===== src/rtl/vga_tmds_encoder.sv =====
// DVI front end for the Raster VGA generator.
// Recovers data-enable from the raw sync timing and TMDS-encodes the blue,
// green and red channels. The pipeline is fixed at three stages so the data
// symbols, the control tokens, io_de and io_locked stay aligned.
module vga_tmds_encoder #(
  parameter int H_ACTIVE        = 640,
  parameter int H_BP            = 48,
  parameter int V_ACTIVE        = 480,
  parameter int V_BP            = 33,
  parameter int SYNC_ACTIVE_LOW = 1
) (
  input  logic       clock,
  input  logic       reset,
  input  logic [3:0] io_vga_r,
  input  logic [3:0] io_vga_g,
  input  logic [3:0] io_vga_b,
  input  logic       io_vga_hsync,
  input  logic       io_vga_vsync,
  output logic [9:0] io_tmds_r,
  output logic [9:0] io_tmds_g,
  output logic [9:0] io_tmds_b,
  output logic       io_de,
  output logic       io_locked
);

  // Level at which a sync input counts as asserted.
  localparam logic SYNC_ON = (SYNC_ACTIVE_LOW != 0) ? 1'b0 : 1'b1;

  localparam logic [10:0] H_FIRST = 11'(H_BP);
  localparam logic [10:0] H_LAST  = 11'(H_BP + H_ACTIVE - 1);
  localparam logic [9:0]  V_FIRST = 10'(V_BP);
  localparam logic [9:0]  V_LAST  = 10'(V_BP + V_ACTIVE - 1);
  localparam logic [9:0]  TOK_00  = 10'h354;

  // Number of ones in a byte.
  function automatic logic [3:0] count8(input logic [7:0] d);
    logic [3:0] n;
    n = 4'd0;
    for (int i = 0; i < 8; i++) begin
      n = n + {3'b000, d[i]};
    end
    return n;
  endfunction

  // Transition-minimising stage: q_m[8] = 1 means XOR chain, 0 means XNOR.
  function automatic logic [8:0] qm_encode(input logic [7:0] d);
    logic [8:0] q;
    logic       use_xnor;
    use_xnor = (count8(d) > 4'd4) || ((count8(d) == 4'd4) && (d[0] == 1'b0));
    q[0] = d[0];
    for (int i = 1; i < 8; i++) begin
      q[i] = use_xnor ? ~(q[i-1] ^ d[i]) : (q[i-1] ^ d[i]);
    end
    q[8] = ~use_xnor;
    return q;
  endfunction

  // DC-balancing stage: returns {next running disparity, 10-bit symbol}.
  function automatic logic [14:0] tmds_disp(input logic [8:0] qm, input logic [4:0] cnt);
    logic [3:0]        ones;
    logic signed [5:0] bal;
    logic signed [5:0] acc;
    logic [9:0]        sym;
    ones = count8(qm[7:0]);
    bal  = $signed({1'b0, ones, 1'b0}) - 6'sd8;   // N1 - N0
    acc  = $signed({cnt[4], cnt});
    if ((cnt == 5'd0) || (ones == 4'd4)) begin
      sym = {~qm[8], qm[8], (qm[8] ? qm[7:0] : ~qm[7:0])};
      acc = qm[8] ? (acc + bal) : (acc - bal);
    end else if ((!cnt[4] && (ones > 4'd4)) || (cnt[4] && (ones < 4'd4))) begin
      sym = {1'b1, qm[8], ~qm[7:0]};
      acc = acc + (qm[8] ? 6'sd2 : 6'sd0) - bal;
    end else begin
      sym = {1'b0, qm[8], qm[7:0]};
      acc = acc - (qm[8] ? 6'sd0 : 6'sd2) + bal;
    end
    return {acc[4:0], sym};
  endfunction

  // Control token for C1C0.
  function automatic logic [9:0] ctrl_token(input logic [1:0] c);
    logic [9:0] t;
    case (c)
      2'b00:   t = 10'h354;
      2'b01:   t = 10'h0AB;
      2'b10:   t = 10'h154;
      2'b11:   t = 10'h2AB;
      default: t = 10'h354;
    endcase
    return t;
  endfunction

  logic        hs_prev, vs_prev;
  logic [10:0] hcnt, hcnt_next;
  logic [9:0]  vcnt, vcnt_next;
  logic        locked, locked_next;
  logic        end_h, end_v, de_next;

  logic [3:0]  s1_r, s1_g, s1_b;
  logic        s1_hs, s1_vs, s1_de, s1_lk;
  logic [8:0]  s2_qm_r, s2_qm_g, s2_qm_b;
  logic        s2_hs, s2_vs, s2_de, s2_lk;
  logic [4:0]  cnt_r, cnt_g, cnt_b;
  logic [14:0] disp_r, disp_g, disp_b;

  // Sync-end detection and next values of the position counters and DE.
  always_comb begin
    end_h       = (hs_prev == SYNC_ON) && (io_vga_hsync != SYNC_ON);
    end_v       = (vs_prev == SYNC_ON) && (io_vga_vsync != SYNC_ON);
    hcnt_next   = hcnt;
    vcnt_next   = vcnt;
    locked_next = locked;
    if (end_h) begin
      hcnt_next = 11'd0;
    end else if (hcnt != 11'h7FF) begin
      hcnt_next = hcnt + 11'd1;
    end else begin
      hcnt_next = hcnt;
    end
    if (end_v) begin
      vcnt_next = 10'd0;
    end else if (end_h && (vcnt != 10'h3FF)) begin
      vcnt_next = vcnt + 10'd1;
    end else begin
      vcnt_next = vcnt;
    end
    if (end_v) begin
      locked_next = 1'b1;
    end else begin
      locked_next = locked;
    end
    de_next = locked_next &&
              (hcnt_next >= H_FIRST) && (hcnt_next <= H_LAST) &&
              (vcnt_next >= V_FIRST) && (vcnt_next <= V_LAST);
  end

  // Stage 1: sample inputs, advance counters and register DE.
  always_ff @(posedge clock or negedge reset) begin
    if (!reset) begin
      hs_prev <= ~SYNC_ON;
      vs_prev <= ~SYNC_ON;
      hcnt    <= 11'd0;
      vcnt    <= 10'd0;
      locked  <= 1'b0;
      s1_r    <= 4'd0;
      s1_g    <= 4'd0;
      s1_b    <= 4'd0;
      s1_hs   <= 1'b0;
      s1_vs   <= 1'b0;
      s1_de   <= 1'b0;
      s1_lk   <= 1'b0;
    end else begin
      hs_prev <= io_vga_hsync;
      vs_prev <= io_vga_vsync;
      hcnt    <= hcnt_next;
      vcnt    <= vcnt_next;
      locked  <= locked_next;
      s1_r    <= io_vga_r;
      s1_g    <= io_vga_g;
      s1_b    <= io_vga_b;
      s1_hs   <= io_vga_hsync;
      s1_vs   <= io_vga_vsync;
      s1_de   <= de_next;
      s1_lk   <= locked_next;
    end
  end

  // Stage 2: expand 4-bit colour to 8 bits and compute q_m per channel.
  always_ff @(posedge clock or negedge reset) begin
    if (!reset) begin
      s2_qm_r <= 9'd0;
      s2_qm_g <= 9'd0;
      s2_qm_b <= 9'd0;
      s2_hs   <= 1'b0;
      s2_vs   <= 1'b0;
      s2_de   <= 1'b0;
      s2_lk   <= 1'b0;
    end else begin
      s2_qm_r <= qm_encode({s1_r, s1_r});
      s2_qm_g <= qm_encode({s1_g, s1_g});
      s2_qm_b <= qm_encode({s1_b, s1_b});
      s2_hs   <= s1_hs;
      s2_vs   <= s1_vs;
      s2_de   <= s1_de;
      s2_lk   <= s1_lk;
    end
  end

  // Stage 3 combinational part: DC balance against each channel's disparity.
  always_comb begin
    disp_r = tmds_disp(s2_qm_r, cnt_r);
    disp_g = tmds_disp(s2_qm_g, cnt_g);
    disp_b = tmds_disp(s2_qm_b, cnt_b);
  end

  // Stage 3: register symbols; blanking sends control tokens and clears disparity.
  always_ff @(posedge clock or negedge reset) begin
    if (!reset) begin
      io_tmds_r <= TOK_00;
      io_tmds_g <= TOK_00;
      io_tmds_b <= TOK_00;
      io_de     <= 1'b0;
      io_locked <= 1'b0;
      cnt_r     <= 5'd0;
      cnt_g     <= 5'd0;
      cnt_b     <= 5'd0;
    end else begin
      io_de     <= s2_de;
      io_locked <= s2_lk;
      if (s2_de) begin
        io_tmds_r <= disp_r[9:0];
        io_tmds_g <= disp_g[9:0];
        io_tmds_b <= disp_b[9:0];
        cnt_r     <= disp_r[14:10];
        cnt_g     <= disp_g[14:10];
        cnt_b     <= disp_b[14:10];
      end else begin
        io_tmds_r <= TOK_00;
        io_tmds_g <= TOK_00;
        io_tmds_b <= ctrl_token({s2_vs, s2_hs});
        cnt_r     <= 5'd0;
        cnt_g     <= 5'd0;
        cnt_b     <= 5'd0;
      end
    end
  end

endmodule


===== config.mk =====
export PLATFORM = sky130hd
export DESIGN_NAME = vga_tmds_encoder
export DESIGN_NICKNAME = d
export VERILOG_FILES = /design/src/rtl/vga_tmds_encoder.sv
export SDC_FILE = /design/constraint.sdc
export NUM_CORES = 1
export LEC_CHECK = 0
export BUFFER_PORTS_ARGS = -buffer_cell sky130_fd_sc_hd__buf_2
export CAP_MARGIN = 5
export CORE_AREA = 8 8 121 123
export CTS_CLUSTER_SIZE = 24
export DETAILED_ROUTE_END_ITERATION = 7
export DIE_AREA = 0 0 129 131
export PLACE_DENSITY = 0.84
export RECOVER_POWER = 25
export SLEW_MARGIN = 20
export SYNTH_ARGS = -nofsm -noshare
export SYNTH_HDL_FRONTEND = slang
export SYNTH_SLANG_ARGS = --single-unit

===== constraint.sdc =====
create_clock -name clock -period 4.3 [get_ports clock]
set_clock_uncertainty 0.1 [all_clocks]
set_input_delay 0.43 -clock clock [delete_from_list [all_inputs] [get_ports clock]]
set_output_delay 0.43 -clock clock [all_outputs]
set_load 0.005 [all_outputs]

Word level (Yosys, flattened, before mapping)
Index checks and enable logic that the tools add are counted.
Storage, ports and cells
  logic and storage cells: 260
  input port bits: 16
  register bits after elaboration: 117
  output and inout port bits: 32
Cells by class
  reduce and logical (&&, ||, !) cells: 32
  $lt $le $gt $ge: 13
  $add $sub $neg: 65
  eq/ne operators: 11
  bitwise logic cells: 56
  mux-type cells: 57
Operators by type and width (number)
  10-bit two-way mux: 11
  4-bit by 1-bit adder with 4-bit output: 24
  5-bit two-way mux: 12
  10-bit one-hot mux with 4 select lines: 1
  1-bit inverter: 32
  5-bit adder: 6
  5-bit subtractor: 6
  3-bit by 1-bit adder with 4-bit output: 6
  4-bit by 3-bit equality test with 1-bit output (second input constant): 6
  4-bit by 3-bit greater-than comparator with 1-bit output (second input constant): 6
  8-bit two-way mux: 3
  8-bit inverter: 3
  1-bit two-way mux: 22
  11-bit two-way mux: 2
  1-bit XOR: 21
  2-bit by 1-bit adder with 3-bit output: 6
  1-bit logical AND: 16
  5-bit by 3-bit adder with 5-bit output: 3
  5-bit logical NOT: 3
  5-bit by 3-bit subtractor with 5-bit output: 3
  5-bit by 4-bit subtractor with 5-bit output (second input constant): 3
  1-bit by 1-bit adder with 2-bit output: 6
  4-bit by 3-bit less-than comparator with 1-bit output (second input constant): 3
  2-bit two-way mux: 6
  other kinds (13): 24

Depth between registers and ports, before layout
Gate-level depths: netlist of run 1.
  word-level depth: 29
  depth in mapped cells: 19
  gate-level depth less buffers: 19

Worst setup path after synthesis of run 1
No wires, ideal clock.
  path type: reg2reg
  start: register s2_qm_g[0]
  end: register io_tmds_g[0]
  period minus slack after synthesis: 4.604 ns
  path buffers: 1
  setup slack: -0.304 ns
  arrival time: 4.372 ns
  cell stages (with the launch flop): 16
  path through: dfrtp_1 > fa_1 > inv_1 > fa_1 > fa_1 > inv_1 > ha_1 > fa_1 > xor2_1 > ha_1 > mux2i_1 > mux2i_1 > mux2_2 > clkbuf_1 > xor2_1 > nor2_1
Between the ends
  cells in the longest elaborated chain, start to end: 13
  elaborated cells between the ends (all ways): 19
Ends and longest elaborated chain
  from (decl): line 101  | logic [8:0] s2_qm_r, s2_qm_g, s2_qm_b;
  from (signal assigned): line 180  | s2_qm_g <= qm_encode({s1_g, s1_g});
  1-bit by 1-bit adder with 2-bit output: line 40  | n = n + {3'b000, d[i]};
  2-bit by 1-bit adder with 3-bit output: line 40
  3-bit by 1-bit adder with 4-bit output: line 40
  4-bit by 1-bit adder with 4-bit output (4 in a row): line 40
  4-bit by 3-bit greater-than comparator with 1-bit output / 4-bit by 3-bit less-than comparator with 1-bit output (equally long branches): line 70  | end else if ((!cnt[4] && (ones > 4'd4)) || (cnt[4] && (ones < 4'd4))) begin
  1-bit logical AND: line 70
  1-bit logical OR: line 70
  10-bit two-way mux: line 70
  10-bit two-way mux (*): line 67  | if ((cnt == 5'd0) || (ones == 4'd4)) begin
  10-bit two-way mux (*): line 210  | if (s2_de) begin
  to (signal assigned): line 212  | io_tmds_g <= disp_g[9:0];
  to (decl): line 20  | output logic [9:0] io_tmds_g,
Mark *: on every way between the ends. The rest lies on a longest branch, timed or not.

Worst setup path in the final report of run 1
  start: register s2_qm_g[0]
  end: register cnt_g[4]
Between the ends
  cells in the longest elaborated chain, start to end: 13
  elaborated cells between the ends (all ways): 23
Ends and longest elaborated chain
  1-bit by 1-bit adder with 2-bit output (*): line 40
  2-bit by 1-bit adder with 3-bit output (*): line 40
  3-bit by 1-bit adder with 4-bit output (*): line 40
  4-bit by 1-bit adder with 4-bit output (*) (4 in a row): line 40
  branches (longest 4 deep; another with 5-bit by 4-bit subtractor with 5-bit output)
  5-bit two-way mux (*): line 67
  5-bit two-way mux (*): line 210
  to (signal assigned): line 215  | cnt_g <= disp_g[14:10];
  to (decl): line 103  | logic [4:0] cnt_r, cnt_g, cnt_b;
Every way passes the cells marked *.

==> results.yml, run 1 <==
grt:
  grt_pass1_vias: 5502
  grt-ovfl-total: 0
  antenna_found_initial: 0
  grt_max_degree: 90
  grt_pass1_wl_um: 25700
  grtUsageTotal_pct: 19.5
routing:
  via_per_inst: 5.42
  vias: 5219
  drt_iter0_markers: 346
  wl_um: 17300
  drt-wirelength-per-cell_um: 17.9
  postRouteAntennaNets: 0
  drc_errors: 0
  dr.pass1.iters: 7
logic_synthesis:
  synth-warning-count: 0
  synthCells: 656
  avgSynthCellArea_sq_um: 10.5
  synthTopCellsByArea: "dfrtp_1 35%, ha_1 11%, fa_1 8.8%"
  synth.top_cells.by_count: "102 x inv_1, 97 x dfrtp_1, 62 x xnor2_1, 60 x ha_1, 52 x nor2_1"
  yosysUniqueCellTypes: 50
  synth_nets: 762
  synth_top_area_share_pct: 35.4
  netlist_area_sq_mm: 0.00686
  synth_top_area_cell: "dfrtp_1"
  seq_area_frac_synth_pct: 41.9
  yosysMostFrequentCell: "inv_1"
  ys_ff_latch: 114
  synth_edf_count: 0
  ys.flop_type: "dfrtp_1"
  synth-async-reset-ratio_pct: 100
cts:
  root_buffer: "clkbuf_16"
  clk_latency_ns: 0.42
  cts.sinks: 114
  cts_tree: "done"
  path_clk_slew_ns: 0.06
  numCtsBuffers: 17
  clockBufferDepth: 2
  htreeDepth: 4
run_status:
  status: "finished, violations left"
  violations: "max-capacitance violations, max-slew violations, negative setup slack"
run:
  cap_violations: 1
worst_setup_path:
  reg2regPathDepth: 17
  r2r_slack_ns: -0.47
  crit_required_ns: 4.52
  critPathLaunchType: "flip-flop"
  crit_path_max_fanout: 3
  setup.worst_path.end_class: "flip-flop"
  crit_type: "flip-flop to flip-flop"
  r2r_start: "s2_qm_g[0]"
  r2r_end: "cnt_g[4]"
  arrival_ns: 4.99
timing:
  worst_slack_ns: -0.473
  timing.hold.ws_ns: 0.00984
  layout_worst_path_cycle_share_pct: 111
  setup_viol: 18
  hold_viol_final: 0
  min_period_ns: 4.77
  worst_pin_slew_ns: 2.14
  grt_setup_unrepaired: "yes"
  fmax_mhz: 210
  slew_viol_final: 90
  max_slew_margin_pct: -42.4
finish:
  layout.cells.non_filler: 963
  syn_to_final_growth_pct: 30.2
  num_antenna_cells: 0
  nNetsFinal: 880
  drive_gt1_share_pct: 32.0
  fillers: 820
worst_hold_path:
  min_from: "io_vga_r[0]"
  hold_depth: 1
  hp-class: "primary input to flip-flop"
  holdPathEnd: "s1_r[0]"
die:
  row_count: 42
  initial_core_util_pct: 53.2
  core_sq_mm: 0.0129
  die_y_um: 131
  die_x_um: 129
  ios: 48
  dieArea_sq_mm: 0.0169
placement:
  dp_cells: 911
  dp_worst_setup_slack_ns: -0.440
  place_congestion: 0.950
  numPortBuffers: 47
  hpwl_um: 10400
[per-stage QoR]
stage / instance area [sq um] / TNS, ns / util, %
after global routing: 8930 / -6.84 / 69.3
after CTS: 8470 / -1.19 / 65.8
final: 8930 / -2.89 / 69.3
after global placement: 7690 / -0.634 / 59.7
after detailed placement: 7690 / -2.27 / 59.7
after floorplan: 6960 / -0.417 / -
[worst max-delay path: stages (launching register included)]
cell,delay (ns)
dfrtp_1,0.40
fa_1,0.58
inv_2,0.05
fa_1,0.45
fa_1,0.50
inv_1,0.05
ha_2,0.18
fa_2,0.57
inv_2,0.08
ha_4,0.24
mux2_4,0.29
ha_4,0.21
a21o_1,0.17
a21oi_2,0.16
xor2_1,0.23
nand2_1,0.09
o211ai_1,0.13
nor3b_2,0.20
[repair_timing]
| item | 4_1_cts | 5_1_grt |
|---|---|---|
| hold buffers | 0 | 0 |
| endpoints found under the setup margin | 26 | 30 |
| gates cloned | 2 | 0 |
| resized for setup | 27 | 72 |
| pin swaps | 13 | 31 |
| buffers inserted | 6 | 13 |
[worst max-delay path by stage]
stage / startpoint / end / slack [ns] / cells past startpoint
final: s2_qm_g[0] / cnt_g[4] / -0.47 / 17
after global routing: s2_qm_g[0] / cnt_g[4] / -0.58 / 17
after detailed placement: s2_qm_r[3] / cnt_r[4] / -0.44 / 19
after floorplan: s2_qm_r[3] / cnt_r[4] / -0.15 / 18
after CTS: s2_qm_r[3] / cnt_r[4] / -0.38 / 18
after global placement: s2_qm_g[0] / cnt_g[4] / -0.24 / 17
[cells in the final DEF (no fill, tap or decap), types with 11 or more instances in the layout]
cell,netlist,final
dfrtp_1,97,97
inv_1,102,89
buf_4,0,51
nor2_1,52,48
xnor2_1,62,45
ha_1,60,44
buf_2,0,44
nand2_1,29,29
fa_1,30,22
o21ai_0,22,19
a21oi_1,32,19
xor2_1,23,19
xnor2_2,0,17
clkbuf_16,0,17
dfstp_2,17,17
a21oi_2,1,13
ha_4,0,13
a21o_1,11,11
[routing by layer]
metal  vias to the layer above  track usage, %  part of all wire (%)
met5                         -               0                     0
met4                         0            8.57                   3.0
met3                        49            5.15                   4.6
met2                       164            34.8                    54
met1                      2621            21.4                    38
li1                       2385               -                     -
[cell families after synthesis]
| kind of cell | synth area share [%] |
|---|---|
| muxes | 2.14 |
| adders and majority gates | 19.7 |
| and+or+nand+nor | 9.64 |
| AOI/OAI and AO/OA | 9.60 |
| xor gates and xnor gates | 10.9 |
| buffers and inverters | 6.13 |
| DFF | 41.9 |
[layout make-up]
type                            count  area [sq um]  share of cell area [%]
Inverter                          102           388                    4.34
Clock buffer                       20           467                    5.23
Multi-Input combinational cell    431          4120                    46.2
Timing Repair Buffer              108           728                    8.16
Tap cell                          176           220                    2.47
Clock inverter                     12           130                    1.46
Sequential cell                   114          2870                    32.2
[state kept, by name, summed over array words and instances (netlist names), 4 cells and up]
name	count
s2_qm_r	9
cnt_g	4
s2_qm_g	9
s1_g	4
cnt_b	4
io_tmds_g	10
cnt_r	4
io_tmds_r	10
hcnt	11
vcnt	10
s2_qm_b	9
s1_r	4
io_tmds_b	10
s1_b	4
Power of run 1 is not shown: default switching activity piles up to over one toggle a cycle in this logic, so the estimate is an artifact.
==> run 2: changes to the inputs <==
- PLACE_DENSITY: 0.84 -> unset
- PLACE_DENSITY_LB_ADDON: unset -> 0.1
==> run 2 against run 1 <==
  * The flow still finishes with violations (max-capacitance violations, max-slew violations, negative setup slack)
  * Sequential share of layout area is 0.53 points higher
  * Worst setup slack better by 0.23 ns
  * First-iteration DRC count is 51% lower
  * Count of clock-buffer cells in the layout is 2 lower
  * Register-to-register slack better by 0.23 ns
  * Non-clock buffer count stayed put
  * Critical path depth is 2 higher
  * Die area stayed put
  * Worst hold slack better by 0.0070 ns
  * Utilization is 1.1 points lower
  * Global-route usage is 1.1 points lower
==> results.yml, run 2 (synthesized netlist as in run 1, its figures left out) <==
finish:
  syn_to_final_growth_pct: 28.1
  num_antenna_cells: 0
  final_cell_area_sq_mm: 0.00878
  layout_common_cells: "97 x dfrtp_1, 94 x inv_1, 53 x xnor2_1, 49 x nor2_1, 49 x ha_1"
  nNetsFinal: 880
  largest_register_ff_count: 11
  largest_register: "hcnt"
  drive_gt1_share_pct: 27.8
  final_common_cell: "dfrtp_1"
  layout.cells.non_filler: 963
  fillers: 964
die:
  ios: 48
  initial_core_util_pct: 53.2
  row_count: 42
  die_x_um: 129
  core_sq_mm: 0.0129
  die_y_um: 131
  dieArea_sq_mm: 0.0169
run_status:
  violations: "max-capacitance violations, max-slew violations, negative setup slack"
  status: "finished, violations left"
cts:
  numCtsBuffers: 17
  path_clk_slew_ns: 0.06
  cts.sinks: 114
  root_buffer: "clkbuf_16"
  clk_latency_ns: 0.42
  cts_tree: "done"
  htreeDepth: 4
  clockBufferDepth: 2
timing:
  fmax_mhz: 220
  worst_slack_ns: -0.240
  grt_setup_unrepaired: "yes"
  hold_viol_final: 0
  slew_viol_final: 36
  layout_worst_path_cycle_share_pct: 106
  timing.hold.ws_ns: 0.0168
  max_slew_margin_pct: -31.3
  min_period_ns: 4.54
  setup_viol: 3
  worst_pin_slew_ns: 1.97
run:
  cap_violations: 1
placement:
  dp_cells: 914
  numPortBuffers: 47
  place_congestion: 0.875
  hpwl_um: 10600
  place_area_sq_mm: 0.00774
grt:
  antenna_found_initial: 0
  grtUsageTotal_pct: 18.4
  grt_pass1_vias: 5302
  grt_max_degree: 47
  grt-ovfl-total: 0
  grt_pass1_wl_um: 24200
worst_hold_path:
  hp-class: "primary input to flip-flop"
worst_setup_path:
  cpMaxStageDelayCell: "fa_2"
  critPathLaunchType: "flip-flop"
  slowest_delay_ns: 0.65
  cpMostUsedCell: "fa_1"
  worstPathCellList: "inv_2 > fa_1 > fa_1 > fa_1 > inv_1 > ha_2 > inv_1 > fa_2 > ha_4 > nor2_2 > a21oi_2 > ha_1 > a21o_1 > a21oi_2 > xnor2_1 > nor2_1 > a31oi_1 > xnor2_1 > nor2_1"
  cp_top_family: "adder cells"
  crit_path_max_fanout: 3
  crit_required_ns: 4.51
  crit_type: "flip-flop to flip-flop"
  setup.worst_path.end_class: "flip-flop"
  arrival_ns: 4.75
  path_buf_inv: 3
routing:
  postRouteAntennaNets: 0
  via_per_inst: 5.11
  drt_iter0_markers: 171
  dr.pass1.iters: 4
  drt-wirelength-per-cell_um: 15.0
  drc_errors: 0
  wl_um: 14400
  vias: 4920
run 2: worst reg2reg max path, cell delays in order (launching register included):
cell and delay, ns:
dfrtp_1 0.39, inv_2 0.05, fa_1 0.46, fa_1 0.51, fa_1 0.42, inv_1 0.07
ha_2 0.18, inv_1 0.06, fa_2 0.65, ha_4 0.22, nor2_2 0.09, a21oi_2 0.05
ha_1 0.30, a21o_1 0.18, a21oi_2 0.15, xnor2_1 0.14, nor2_1 0.07, a31oi_1 0.17
xnor2_1 0.13, nor2_1 0.05
run 2: worst paths after layout:
kind / from / end / depth (start not counted) / slack [ns]
max: s2_qm_b[1] / cnt_b[4] / 19 / -0.24
min: io_vga_r[1] / s1_r[1] / 1 / 0.02
max reg2reg: s2_qm_b[1] / cnt_b[4] / 19 / -0.24
min reg2reg: s1_vs / s2_vs / 0 / 0.25
max in group asynchronous: reset / io_tmds_b[2] / 3 / 1.63
min in group asynchronous: reset / s2_qm_r[2] / 2 / 1.01
run 2: through the flow:
step	utilization, %	setup TNS, ns	setup slack (ns)
after detailed placement	60.1	-0.959	-0.281
after global routing	68.2	-2.66	-0.433
after CTS	66.1	-0.695	-0.219
after global placement	60.1	-0.627	-0.209
after floorplan	-	-0.417	-0.147
final	68.2	-0.663	-0.240
run 2: metal layers:
metal / vias to the layer above / GRT usage, % / part of all wire [%]
met3: 24 / 4.30 / 3.5
met4: 0 / 7.95 / 1.9
met2: 71 / 32.9 / 52
met1: 2441 / 20.7 / 42
met5: - / 0 / 0
li1: 2384 / - / -
run 2: what timing repair did:
item / in CTS / in global routing
hold buffers: 6 / 0
endpoints found under the hold margin: 37 / 0
setup buffers: 3 / 7
cloned: 0 / 1
gates resized for setup: 13 / 44
pin swaps: 7 / 25
endpoints found under the setup margin: 15 / 27
run 2: final cells by class:
| class | count | area, sq um | area share [%] |
|---|---|---|---|
| Clock buffer | 18 | 439 | 5.00 |
| Timing Repair Buffer | 108 | 741 | 8.43 |
| Inverter | 102 | 385 | 4.39 |
| Sequential cell | 114 | 2870 | 32.7 |
| Tap cell | 176 | 220 | 2.51 |
| Multi-Input combinational cell | 431 | 3920 | 44.7 |
| Clock inverter | 14 | 201 | 2.29 |
Power of run 2 is left out for the same reason.
==> run 3: changes to the inputs <==
==> constraint.sdc (replaced) <==
create_clock -name clock -period 4.1 [get_ports clock]
set_clock_uncertainty 0.1 [all_clocks]
set_input_delay 0.205 -clock clock [delete_from_list [all_inputs] [get_ports clock]]
set_output_delay 0.205 -clock clock [all_outputs]
set_load 0.005 [all_outputs]
==> run 3 against run 2 <==
  * First-iteration DRC count rose by 22%
  * Register-to-register slack got worse by 0.29 ns
  * Worst setup slack got worse by 0.29 ns
  * Maximum frequency fell by 1.9%
  * Cell count rose by 3.3%
  * The run still ends with max-capacitance violations, max-slew violations, negative setup slack left
==> results.yml, run 3 (synthesized netlist as in run 1, its figures left out) <==
finish:
  nNetsFinal: 912
  drive_gt1_share_pct: 30.4
  layout.cells.non_filler: 995
  syn_to_final_growth_pct: 32.8
  largest_register_ff_count: 11
  multi_input_area_sq_mm: 0.00397
  num_antenna_cells: 0
  fillers: 955
  layout_common_cells: "97 x dfrtp_1, 89 x inv_1, 64 x buf_4, 53 x xnor2_1, 50 x nor2_1"
  largest_register: "hcnt"
  fin_util_pct: 70.7
  final_common_cell: "dfrtp_1"
  seq_area_sq_mm: 0.00287
timing:
  worst_pin_slew_ns: 2.85
  setup-tns-final_ns: -3.36
  worst_slack_ns: -0.526
  hold_viol_final: 0
  setup_viol: 23
  layout_worst_path_cycle_share_pct: 113
  timing.hold.ws_ns: 0.245
  slew_viol_final: 53
  fmax_mhz: 216
  min_period_ns: 4.63
  grt_setup_unrepaired: "yes"
  max_slew_margin_pct: -90.2
grt:
  grt_pass1_vias: 5307
  grtUsageTotal_pct: 17.9
  grt-ovfl-total: 0
  grt_pass1_wl_um: 23600
  antenna_found_initial: 0
  grt_max_degree: 53
worst_setup_path:
  r2r_end: "cnt_r[4]"
  path_depth: 18
  reg2regPathDepth: 18
  cpMaxStageDelayCell: "fa_1"
  crit_type: "flip-flop to flip-flop"
  slowest_delay_ns: 0.54
  cp_top_family: "adder cells"
  worstPathCellList: "inv_2 > fa_1 > fa_1 > fa_1 > inv_1 > ha_2 > inv_2 > fa_2 > ha_4 > inv_2 > ha_1 > nor2b_1 > o21a_1 > or3_1 > a21oi_2 > o31a_1 > xnor2_1 > nor2_1"
  critPathLaunchType: "flip-flop"
  setup.worst_path.end_class: "flip-flop"
  r2r_slack_ns: -0.53
  arrival_ns: 4.79
  r2r_start: "s2_qm_r[3]"
  crit_path_max_fanout: 3
  path_buf_inv: 4
  crit_required_ns: 4.26
placement:
  dp_cells: 930
  numPortBuffers: 47
  place_congestion: 0.881
  hpwl_um: 10000
cts:
  clk_latency_ns: 0.42
  cts_tree: "done"
  numCtsBuffers: 17
  clockBufferDepth: 2
  cts.sinks: 114
  path_clk_slew_ns: 0.05
  root_buffer: "clkbuf_16"
  htreeDepth: 4
worst_hold_path:
  holdPathEnd: "s2_hs"
  hp-class: "flip-flop to flip-flop"
  hold_depth: 0
  min_from: "s1_hs"
routing:
  postRouteAntennaNets: 0
  drt-wirelength-per-cell_um: 14.5
  dr.pass1.iters: 4
  drc_errors: 0
  via_per_inst: 5.08
  vias: 5057
  drt_iter0_markers: 209
  wl_um: 14400
run_status:
  status: "finished, violations left"
  violations: "max-capacitance violations, max-slew violations, negative setup slack"
die:
  row_count: 42
  dieArea_sq_mm: 0.0169
  die_y_um: 131
  core_sq_mm: 0.0129
  initial_core_util_pct: 53.2
  ios: 48
  die_x_um: 129
run:
  cap_violations: 1
run 3: routing by layer:
metal | routed length, um | up-vias | global-route usage, % | part of all wire (%)
li1 | - | 2454 | - | -
met1 | 6120 | 2493 | 20.0 | 43
met2 | 7430 | 80 | 31.4 | 52
met3 | 483 | 30 | 3.61 | 3.4
met4 | 345 | 0 | 10.1 | 2.4
met5 | 0 | - | 0 | 0
run 3: cell type report:
type | count | area share [%]
clock buffer | 24 | 5.40
clock inverter | 8 | 1.37
inverter | 102 | 4.23
multi-input combinational | 431 | 43.6
sequential | 114 | 31.6
tap | 176 | 2.42
timing repair buffer | 140 | 11.4
run 3: timing repair:
action | in CTS | in global routing
hold buffers | 15 | 0
setup endpoints to repair | 28 | 39
endpoints found under the hold margin | 59 | 0
gates resized for setup | 38 | 39
pin swaps | 25 | 20
setup buffers | 10 | 11
gates cloned | 1 | 0
run 3: worst max-delay path by stage:
| stage | startpoint | end | slack (ns) |
|---|---|---|---|
| detailed placement | s2_qm_g[0] | cnt_g[4] | -0.53 |
| CTS | s2_qm_g[0] | cnt_g[4] | -0.50 |
| global route | s2_qm_g[0] | cnt_g[4] | -0.73 |
| floorplan | s2_qm_r[3] | cnt_r[4] | -0.34 |
| global placement | s2_qm_r[3] | cnt_r[4] | -0.46 |
| finish | s2_qm_r[3] | cnt_r[4] | -0.53 |
run 3: worst reg2reg max path, stage by stage, from the launching register on:
cell	delay [ns]
dfrtp_1	0.35
inv_2	0.04
fa_1	0.54
fa_1	0.43
fa_1	0.49
inv_1	0.04
ha_2	0.17
inv_2	0.05
fa_2	0.48
ha_4	0.31
inv_2	0.04
ha_1	0.27
nor2b_1	0.13
o21a_1	0.18
or3_1	0.33
a21oi_2	0.18
o31a_1	0.16
xnor2_1	0.12
nor2_1	0.05
run 3: per-stage QoR:
stage               area [sq um]  setup WS, ns
floorplan                   6990        -0.345
global placement            7890        -0.460
detailed placement          7890        -0.530
CTS                         8850        -0.496
global route                9100        -0.726
finish                      9100        -0.526
Power of run 3 is left out for the same reason.
